--- src/rtl/opf_pkg.sv ---
// ============================================================================
// Module   : opf_pkg
// Brief    : Shared types and default widths for the operand-fetch unit.
// Revision : 1.0 - initial release
// ============================================================================
`default_nettype none

package opf_pkg;

  localparam int OPF_DATA_WIDTH = 16;
  localparam int OPF_REG_ADDR_W = 3;

  typedef enum logic [1:0] {
    IDLE   = 2'd0,
    READ_A = 2'd1,
    READ_B = 2'd2,
    DONE   = 2'd3
  } opf_state_t;

  typedef enum logic [1:0] {
    SH_NONE = 2'b00,
    SH_LSL1 = 2'b01,
    SH_LSR1 = 2'b10,
    SH_ASR1 = 2'b11
  } shift_op_t;

endpackage : opf_pkg

`default_nettype wire

--- src/rtl/opf_shifter.sv ---
// ============================================================================
// Module   : opf_shifter
// Brief    : Combinational single-bit shifter applied to the B operand.
// Revision : 1.0 - initial release
// ============================================================================
`default_nettype none

module opf_shifter
  import opf_pkg::*;
#(
  parameter int DATA_WIDTH = OPF_DATA_WIDTH
) (
  input  shift_op_t             op,
  input  logic [DATA_WIDTH-1:0] din,
  output logic [DATA_WIDTH-1:0] dout
);

  always_comb begin
    dout = din;
    case (op)
      SH_NONE: dout = din;
      SH_LSL1: dout = {din[DATA_WIDTH-2:0], 1'b0};
      SH_LSR1: dout = {1'b0, din[DATA_WIDTH-1:1]};
      SH_ASR1: dout = {din[DATA_WIDTH-1], din[DATA_WIDTH-1:1]};
      default: dout = din;
    endcase
  end

endmodule : opf_shifter

`default_nettype wire

--- src/rtl/operand_fetch.sv ---
// ============================================================================
// Module   : operand_fetch
// Brief    : Multicycle Rn/Rm fetch through one regfile read port, shifts B,
//            hands A/B to the ALU via valid/ready. Optional writeback bypass
//            enabled by defining OPF_WB_BYPASS_EN.
// Revision : 1.0 - initial release
// ============================================================================
`default_nettype none

module operand_fetch
  import opf_pkg::*;
#(
  parameter int DATA_WIDTH = OPF_DATA_WIDTH,
  parameter int REG_ADDR_W = OPF_REG_ADDR_W
) (
  input  logic                  clk,
  input  logic                  reset,
  input  logic                  in_valid,
  output logic                  in_ready,
  input  logic [REG_ADDR_W-1:0] rn,
  input  logic [REG_ADDR_W-1:0] rm,
  input  logic                  need_a,
  input  logic                  need_b,
  input  logic [1:0]            shift,
  output logic [REG_ADDR_W-1:0] readnum,
  input  logic [DATA_WIDTH-1:0] rf_data,
  input  logic                  wb_write,
  input  logic [REG_ADDR_W-1:0] wb_writenum,
  input  logic [DATA_WIDTH-1:0] wb_data,
  output logic                  out_valid,
  input  logic                  out_ready,
  output logic [DATA_WIDTH-1:0] a_out,
  output logic [DATA_WIDTH-1:0] b_out
);

  opf_state_t            r_state;
  opf_state_t            w_next_state;
  logic [REG_ADDR_W-1:0] r_rm;
  logic                  r_need_b;
  shift_op_t             r_shift;
  logic [DATA_WIDTH-1:0] r_a;
  logic [DATA_WIDTH-1:0] r_b;
  logic [REG_ADDR_W-1:0] r_readnum;
  logic [DATA_WIDTH-1:0] w_rd_data;
  logic [DATA_WIDTH-1:0] w_b_shifted;

`ifdef OPF_WB_BYPASS_EN
  // The regfile updates on the same edge we sample, so forward the write.
  assign w_rd_data = (wb_write && (wb_writenum == r_readnum)) ? wb_data : rf_data;
`else
  logic w_unused_wb;
  assign w_unused_wb = wb_write ^ (^wb_writenum) ^ (^wb_data);
  assign w_rd_data   = rf_data;
`endif

  opf_shifter #(
    .DATA_WIDTH(DATA_WIDTH)
  ) u_shifter (
    .op  (r_shift),
    .din (w_rd_data),
    .dout(w_b_shifted)
  );

  always_ff @(posedge clk) begin
    if (reset) begin
      r_state <= IDLE;
    end else begin
      r_state <= w_next_state;
    end
  end

  always_comb begin
    w_next_state = r_state;
    case (r_state)
      IDLE: begin
        if (in_valid) begin
          if (need_a)      w_next_state = READ_A;
          else if (need_b) w_next_state = READ_B;
          else             w_next_state = DONE;
        end
      end
      READ_A:  w_next_state = r_need_b ? READ_B : DONE;
      READ_B:  w_next_state = DONE;
      DONE:    if (out_ready) w_next_state = IDLE;
      default: w_next_state = IDLE;
    endcase
  end

  // readnum is registered and pre-loaded one state ahead so it stays glitch-free.
  always_ff @(posedge clk) begin
    if (reset) begin
      r_rm      <= '0;
      r_need_b  <= 1'b0;
      r_shift   <= SH_NONE;
      r_a       <= '0;
      r_b       <= '0;
      r_readnum <= '0;
    end else begin
      case (r_state)
        IDLE: begin
          if (in_valid) begin
            r_rm     <= rm;
            r_need_b <= need_b;
            r_shift  <= shift_op_t'(shift);
            r_a      <= '0;
            r_b      <= '0;
            if (need_a)      r_readnum <= rn;
            else if (need_b) r_readnum <= rm;
          end
        end
        READ_A: begin
          r_a <= w_rd_data;
          if (r_need_b) r_readnum <= r_rm;
        end
        READ_B: r_b <= w_b_shifted;
        default: ;
      endcase
    end
  end

  assign in_ready  = (r_state == IDLE);
  assign out_valid = (r_state == DONE);
  assign a_out     = r_a;
  assign b_out     = r_b;
  assign readnum   = r_readnum;

endmodule : operand_fetch

`default_nettype wire

--- config.mk ---
export PLATFORM = sky130hd
export DESIGN_NAME = operand_fetch
export DESIGN_NICKNAME = d
export VERILOG_FILES = /design/src/rtl/opf_pkg.sv /design/src/rtl/opf_shifter.sv /design/src/rtl/operand_fetch.sv
export SDC_FILE = /design/constraint.sdc
export NUM_CORES = 1
export LEC_CHECK = 0
export ABC_AREA = 1
export ABC_CLOCK_PERIOD_IN_PS = 1590
export BUFFER_PORTS_ARGS = -buffer_cell sky130_fd_sc_hd__buf_2
export CORE_MARGIN = 2
export CORE_UTILIZATION = 49
export DETAILED_ROUTE_END_ITERATION = 8
export PLACE_DENSITY = 0.91
export SETUP_SLACK_MARGIN = 0.2
export SYNTH_ARGS = -nofsm -noshare
export SYNTH_HDL_FRONTEND = slang
export SYNTH_SLANG_ARGS = --single-unit
--- constraint.sdc ---
create_clock -name clk -period 1.59 [get_ports clk]
set_input_delay 0.0795 -clock clk [delete_from_list [all_inputs] [get_ports clk]]
set_output_delay 0.0795 -clock clk [all_outputs]
set_load 0.01 [all_outputs]
# Word level (Yosys, flattened, before mapping)
# Index checks and enable logic that the tools add are counted.
word_totals:
  out_inout_bits: 37
  elab_cells: 41
  reg_bits: 43
  in_bits: 50
op_classes:
  mux: 15
  n_eq_ne: 10
  n_reduce_logical: 9
op_table:
  columns: ["op", "count"]
  rows:
  - ["case mux 16 bit (2 select lines)", 2]
  - ["case mux 16 bit (4 select lines)", 1]
  - ["two-way mux 16 bit", 1]
  - ["two-way mux 3 bit", 4]
  - ["equality test 2 bit (second input constant)", 4]
  - ["case mux 2 bit (4 select lines)", 1]
  - ["AND reduction 2 bit", 4]
  - ["two-way mux 2 bit", 3]
  - ["case mux 3 bit (2 select lines)", 1]
  - ["equality test 2 x 1 -> 1 bit (second input constant)", 2]
  - ["logical NOT 2 bit", 2]
  - ["!= test 2 bit (second input constant)", 2]
  - ["AND reduction 4 bit", 1]
  - ["nonzero test 2 bit", 2]
  - ["!= test 3 x 1 -> 1 bit (second input constant)", 1]
  - ["two-way mux 1 bit", 2]
  - ["!= test 2 x 1 -> 1 bit (second input constant)", 1]

# Depth between registers and ports, before layout
# Gate-level depths: netlist of run 1.
logic_depth:
  depth_word: 4
  depth_mapped: 9
  mapped_depth_nobuf: 9

# Hierarchy
# From an unflattened synthesis of run 1, not the netlist that was laid out.
unflattened:
  hier_cells: 310
  hier_area_um2: 2142.1
by_module_without_submodules:
  columns: ["mod", "seq_area_each_um2", "area_each_um2", "cells_per_inst", "instances"]
  rows:
  - ["operand_fetch", 860.8, 1779.2, 239, 1]
  - ["opf_shifter", 0.0, 362.8, 71, 1]

# Worst setup path before layout of run 1
# Ideal clock, no wire load.
synth_path:
  path_kind: "register to register"
  start: "reg r_state[0]"
  end: "reg r_b[10] (netlist: b_out[10])"
  synth_period_minus_slack_ps: 1472
  n_path_buf: 1
  required_ps: 1462
  setup_time_ps: 128
  stages_incl_launch_ff: 9
  slack_ps: 118
  arrival_ps: 1344
  cell_sequence: "dfxtp_1 > inv_1 > ha_1 > nand2_2 > o21ai_2 > buf_4 > nor2_1 > nor2_1 > nor2_1"
synth_between:
  elab_chain_len: 3
  word_cells_on_any_way: 6
  classes_between: "eq/ne: 2; mux: 1; reduce/logical: 3"
synth_lines:
  columns: ["element", "line_no", "rtl"]
  rows:
  - ["start: declaration", "operand_fetch.sv:36", "opf_state_t r_state;"]
  - ["start signal: assignment", "operand_fetch.sv:68", "r_state <= w_next_state;"]
  - ["logical NOT 2 bit *", null, null]
  - ["via in_ready", "operand_fetch.sv:19", "output logic in_ready,"]
  - ["!= test 2 bit (no line) or nonzero test 2 bit (tied branches)", null, null]
  - ["AND reduction 2 bit (no line)", null, null]
  - ["end signal: assignment", "operand_fetch.sv:115", "READ_B: r_b <= w_b_shifted;"]
  - ["end: declaration", "operand_fetch.sv:42", "logic [DATA_WIDTH-1:0] r_b;"]
# The timed path passes the listed nets; every way through them passes the cells marked *.
# A chain may end at the register's enable or synchronous reset.

# Worst setup path in the final report of run 1
layout_path:
  start: "reg r_state[0]"
  end: "reg r_a[14] (netlist: a_out[14])"
layout_between:
  elab_chain_len: 3
  word_cells_on_any_way: 6
  classes_between: "eq/ne: 2; mux: 1; reduce/logical: 3"
layout_lines:
  columns: ["element", "line_no", "rtl"]
  rows:
  - ["equality test 2 x 1 -> 1 bit or logical NOT 2 bit (tied branches)", "operand_fetch.sv:99", "case (r_state)"]
  - ["nonzero test 2 bit (no line) or != test 2 bit (tied branches)", null, null]
  - ["AND reduction 2 bit (no line)", null, null]
  - ["end signal: assignment", "operand_fetch.sv:112", "r_a <= w_rd_data;"]
  - ["end: declaration", "operand_fetch.sv:41", "logic [DATA_WIDTH-1:0] r_a;"]
# Several ways; a longest one is shown, not always the timed one.

==> impl_metrics.yaml, run 1 <==
timing:
  rsz0062_at_grt: "true"
  maxSlewHeadroom_pct: 73.59
  clock.fmax_mhz: 730.4
  final-hold-violation-count: 0
  min_period_ps: 1369
  period_share_pct: 86.11
  worst_slew_pin_slew_ps: 395.6
  tns_ps: 0
  clock_skew_ps: 8.590
  finalMaxSlewViolations: 0
  finalSetupViolations: 0
critical_path:
  crit_required_ps: 1770
  crit_fanout: 8
  cp_slowest_cell: "dfxtp_4"
  start_kind: "flip-flop"
  critPathKind: "reg2reg"
  path_cells: "inv_4, ha_4, inv_2, nand2_2, nand2_4, clkinvlp_4, nand2_2, a21oi_2"
  crit_path_max_incr_delay_ps: 380
  endpoint_kind: "flip-flop"
  critPathArrivalTime_ps: 1550
  cp_common_cell: "nand2_2"
clocking:
  cts_max_level: 2
  numCtsBuffers: 5
  cts_num_sinks: 43
  cts.clk_slew.worst_paths_ps: 80
  cts_root_buf: "clkbuf_8"
  clock_latency_ps: 300
  cts_tree: "yes"
  ctsHoldBuffers: 0
  cts_buffer_depth: 2
routing:
  avgViaCountPerCell: 4.885
  postRouteAntennaNets: 0
  num_vias: 2413
  wl_per_cell_um: 11.12
  drt_first_iter_violations: 143
  drc: 0
  wirelength_um: 5494
  dr.pass1.iters: 5
grt:
  grt_overflow_total: 0
  track_usage_pct: 21.03
  antenna_found_initial: 0
  grt_pass1_vias: 2169
  grt_pass1_wl_um: 8742
  grt_max_degree: 23
synth:
  synth_area_per_cell_um2: 6.084
  synth.yosys.seq_area_share_pct: 38.03
  synth_top_family_by_area: "simple AND/OR/NAND/NOR gates"
  syn-instance-count: 372
  yosysWarningCount: 0
  syn_area_um2: 2263
  syn_nets: 427
  ys_seq_elements: 43
  synth_fa_ha_area_share_pct: 2.764
  synth_area_leaders: "dfxtp_1 38%, nand2_1 20%, nor2_1 11%"
  synthXorXnorAreaFrac_pct: 0
  yosys.area_share.simple_pct: 37.42
  synth_mux_area_share_pct: 0
  synth_compound_area_share_pct: 8.568
  netlist.area_leader.share_pct: 38.03
  synth_top_area_cell: "dfxtp_1"
  yosysUniqueCellTypes: 18
finish:
  areaGrowthSynthToFinish_pct: 28.74
  regArea_um2: 868.3
  multiInputGateArea_um2: 1187
  final_nets: 497
  fill_cells: 388
  final_area_um2: 2914
  layout_common_cells: "116 x nand2_1, 66 x buf_2, 65 x nor2_1, 53 x inv_1, 41 x dfxtp_1"
  antennaDiodeCount: 0
  mostFrequentLayoutCell: "nand2_1"
  final_layout_size_suffix_gt1_share_pct: 24.66
power:
  power_switching_mw: 2.092
  p_leak_nw: 1.488
  p_sw_share_pct: 41.98
  clkPwrFrac_pct: 16.4
  internal_power_mw: 2.891
  peakVddDrop_mv: 1.213
  power_frac_comb_pct: 52.4
  p_per_area_nw_per_um2: 1710
  seqPwrFrac_pct: 31.2
  power_mw: 4.983
die:
  io_pins: 87
  design.die.area_um2: 5179
  rows: 24
  core_um2: 4414
  initial_core_util_pct: 51.28
  chipHeight_um: 71.97
  die_width_um: 71.97
placement:
  io_buffer_count: 66
  globalplace.congestion: 0.8491
  hpwlAfterDp_um: 3978
  placed_area_um2: 2666
outcome:
  status: "completed"
job:
  maxCapViolCount: 0
min_path:
  hold_class: "in2reg"
[stage by stage]
step | util (%) | setup slack, ps | hold slack, ps | cells
6_report | 66.01 | 220.9 | 34.02 | 494
5_1_grt | 66.01 | 154.3 | 53.01 | 494
4_1_cts | 63.92 | 201.2 | 34.33 | 489
3_5_place_dp | 60.40 | 27.34 | 350.5 | 481
3_3_place_gp | 60.40 | 127.6 | 335.7 | 481
2_1_floorplan | - | 205.8 | 226.9 | 372
[worst max-delay path: cells and delay by family, from the launching register on]
kind / cells / cell delay (ps)
AO/OA/AOI/OAI: 1 / 50
adder cells (fa/ha/maj): 1 / 200
buffers and inverters: 3 / 350
flip-flops: 1 / 380
AND/OR/NAND/NOR: 3 / 290
[cells by family (layout without fill, tap and decap cells)]
| logic type | Yosys count | after routing |
|---|---|---|
| flops | 43 | 43 |
| simple gates | 212 | 212 |
| compound gates | 38 | 38 |
| fa+ha+maj | 5 | 5 |
| buf+inv | 74 | 144 |
[layout make-up]
cell class / instances / area share, %
Multi-Input combinational cell: 255 / 40.75
Sequential cell: 43 / 29.80
Timing Repair Buffer: 77 / 15.59
Inverter: 59 / 7.857
Clock buffer: 6 / 2.490
Tap cell: 52 / 2.233
Clock inverter: 1 / 1.030
Timing Repair inverter: 1 / 0.2576
[power groups by stage]
stage	combinational [mW]	clock, mW	sequential [mW]
floorplan	1.51	0	1.61
global placement	2.20	0	1.53
detailed placement	2.26	0	1.54
CTS	2.41	0.829	1.54
global route	2.91	0.863	1.59
finish	2.61	0.816	1.56
[what timing repair did]
action / in CTS / in global routing
endpoints found under the setup margin: 37 / 27
pin swaps: 0 / 4
buffers inserted: 0 / 5
gates cloned: 1 / 0
gates resized for setup: 13 / 14
[Yosys cell counts (all sizes together)]
cell    count
nand2     123
nor2       68
inv        59
dfxtp      43
a21oi      26
nand3      21
o21ai      12
buf         8
clkbuf      7
ha          5
[state kept, by name, summed over array words and instances (netlist names)]
register	cells
a_out	16
b_out	16
r_need_b	1
r_rm	3
r_shift	2
r_state	2
readnum	3
[worst paths after layout]
path / endpoint / slack [ps] / start / depth (start not counted)
min reg2reg: a_out[1] / 460 / a_out[1] / 2
max reg2reg: a_out[14] / 220 / r_state[0] / 8
min: r_rm[1] / 30 / rm[1] / 3
max: a_out[14] / 220 / r_state[0] / 8
[layer usage]
layer	wire (um)	part of all wire [%]	vias up	track usage, %
li1	-	-	1249	-
met1	2279	41	1073	23.99
met2	2747	50	80	37.86
met3	370	6.7	11	5.556
met4	96	1.7	0	7.338
met5	0	0	-	0
Note: power is estimated with default switching activity, not from simulation.
==> inputs of run 2 (changes only) <==
--- a/config.mk
+++ b/config.mk
@@ -12,6 +12,7 @@
 export CORE_UTILIZATION = 49
 export DETAILED_ROUTE_END_ITERATION = 8
 export PLACE_DENSITY = 0.91
+export RECOVER_POWER = 100
 export SETUP_SLACK_MARGIN = 0.2
 export SYNTH_ARGS = -nofsm -noshare
 export SYNTH_HDL_FRONTEND = slang
==> run 2 against run 1 <==
Against the previous run:
- sequential power hardly changed
- sequential share of layout area grew 0.61 points
- wire length grew 0.76%
- clock skew up 2.8 ps
- clock power barely moved
- combinational power down 3%
- global-route usage did not move
- via count rose by 0.12%
- hold slack hardly changed
- final cell count did not move
- largest cell class unchanged
- largest power group unchanged
==> impl_metrics.yaml, run 2 (synthesized netlist as in run 1, its figures left out) <==
clocking:
  cts_tree: "yes"
  cts_buffer_depth: 2
  numCtsBuffers: 5
  cts.clk_slew.worst_paths_ps: 80
  clock_latency_ps: 300
  cts_num_sinks: 43
  cts_root_buf: "clkbuf_8"
  cts_max_level: 2
timing:
  tns_ps: 0
  finalMaxSlewViolations: 0
  period_share_pct: 89.48
  final-hold-violation-count: 0
  finalSetupViolations: 0
  maxSlewHeadroom_pct: 73.36
  clock.fmax_mhz: 702.9
  layout_setup_ws_ps: 167.3
  worst_slew_pin_slew_ps: 399.0
  min_period_ps: 1423
  rsz0062_at_grt: "true"
  clock_skew_ps: 11.38
critical_path:
  critPathArrivalTime_ps: 1650
  endpoint_kind: "flip-flop"
  crit_fanout: 16
  critPathKind: "reg2reg"
  start_kind: "flip-flop"
  crit_required_ps: 1810
die:
  design.die.area_um2: 5179
  core_um2: 4414
  die_width_um: 71.97
  rows: 24
  chipHeight_um: 71.97
  initial_core_util_pct: 51.28
  io_pins: 87
power:
  seqPwrFrac_pct: 31.9
  p_leak_nw: 1.337
  clkPwrFrac_pct: 16.6
  power_frac_comb_pct: 51.5
  p_sw_share_pct: 42.52
  power_mw: 4.907
  p_per_area_nw_per_um2: 1719
  internal_power_mw: 2.821
  peakVddDrop_mv: 1.184
  power_switching_mw: 2.087
grt:
  grt_pass1_vias: 2169
  grt_max_degree: 23
  track_usage_pct: 21.03
  grt_overflow_total: 0
  grt_pass1_wl_um: 8742
  antenna_found_initial: 0
routing:
  wl_per_cell_um: 11.21
  wirelength_um: 5536
  drc: 0
  avgViaCountPerCell: 4.891
  postRouteAntennaNets: 0
  num_vias: 2416
  dr.pass1.iters: 4
  drt_first_iter_violations: 105
finish:
  antennaDiodeCount: 0
  final_layout_size_suffix_gt1_share_pct: 16.06
  mostFrequentLayoutCell: "nand2_1"
  areaGrowthSynthToFinish_pct: 26.15
  final_nets: 497
  layout_common_cells: "117 x nand2_1, 66 x nor2_1, 53 x inv_1, 41 x dfxtp_1, 36 x clkbuf_1"
placement:
  io_buffer_count: 66
  globalplace.congestion: 0.8491
  pre_cts_slack_ps: 27.34
  hpwlAfterDp_um: 3978
outcome:
  status: "completed"
min_path:
  hold_class: "in2reg"
job:
  maxCapViolCount: 0
==> run 2: timing repair <==
| item | CTS | global route |
|---|---|---|
| setup endpoints to repair | 37 | 27 |
| gates resized for setup | 13 | 14 |
| gates cloned | 1 | 0 |
| hold buffers | 0 | 0 |
| buffers inserted | 0 | 5 |
| pin swaps | 0 | 4 |
==> run 2: final timing paths <==
path	startpoint	end	slack, ps	depth (start not counted)
worst min register to register	a_out[1]	a_out[1]	460	2
worst max-delay path	r_state[0]	a_out[6]	170	7
worst max register to register	r_state[0]	a_out[6]	170	7
worst min-delay path	rm[1]	r_rm[1]	30	3
==> run 2: power groups by stage <==
stage	Combinational, mW	Sequential (mW)	Clock (mW)
3_3_place_gp	2.20	1.53	0
6_report	2.53	1.56	0.815
5_1_grt	2.82	1.59	0.863
3_5_place_dp	2.26	1.54	0
4_1_cts	2.41	1.54	0.829
2_1_floorplan	1.51	1.61	0
==> run 2: worst max-delay path, cell delays in order, from the launching register on <==
cell     delay [ps]
dfxtp_4         380
buf_4           130
ha_4            170
inv_1            90
nor2_1          210
buf_12          180
nand2_1          50
a21oi_1         140
==> run 2: stage by stage <==
step / area, um^2 / cells / hold slack [ps] / utilization [%]
after floorplan: 2266 / 372 / 226.9 / -
after detailed placement: 2666 / 481 / 350.5 / 60.40
after CTS: 2821 / 489 / 34.33 / 63.92
after global placement: 2666 / 481 / 335.7 / 60.40
final: 2855 / 494 / 34.26 / 64.68
after global routing: 2855 / 494 / 53.01 / 64.68
==> run 2: final cells by class <==
type                            count  area, um^2
Tap cell                           52       65.06
Multi-Input combinational cell    255        1172
Clock buffer                        6       72.57
Sequential cell                    43       868.3
Clock inverter                      1       30.03
Inverter                           59       229.0
Timing Repair Buffer               77       410.4
Timing Repair inverter              1       7.507
Fill cell                         398        1559
==> run 2: routing by layer <==
| metal | vias up | track usage (%) | routed length, um |
|---|---|---|---|
| met3 | 14 | 5.556 | 339 |
| met5 | - | 0 | 0 |
| li1 | 1251 | - | - |
| met4 | 0 | 7.338 | 106 |
| met1 | 1080 | 23.99 | 2331 |
| met2 | 71 | 37.86 | 2759 |
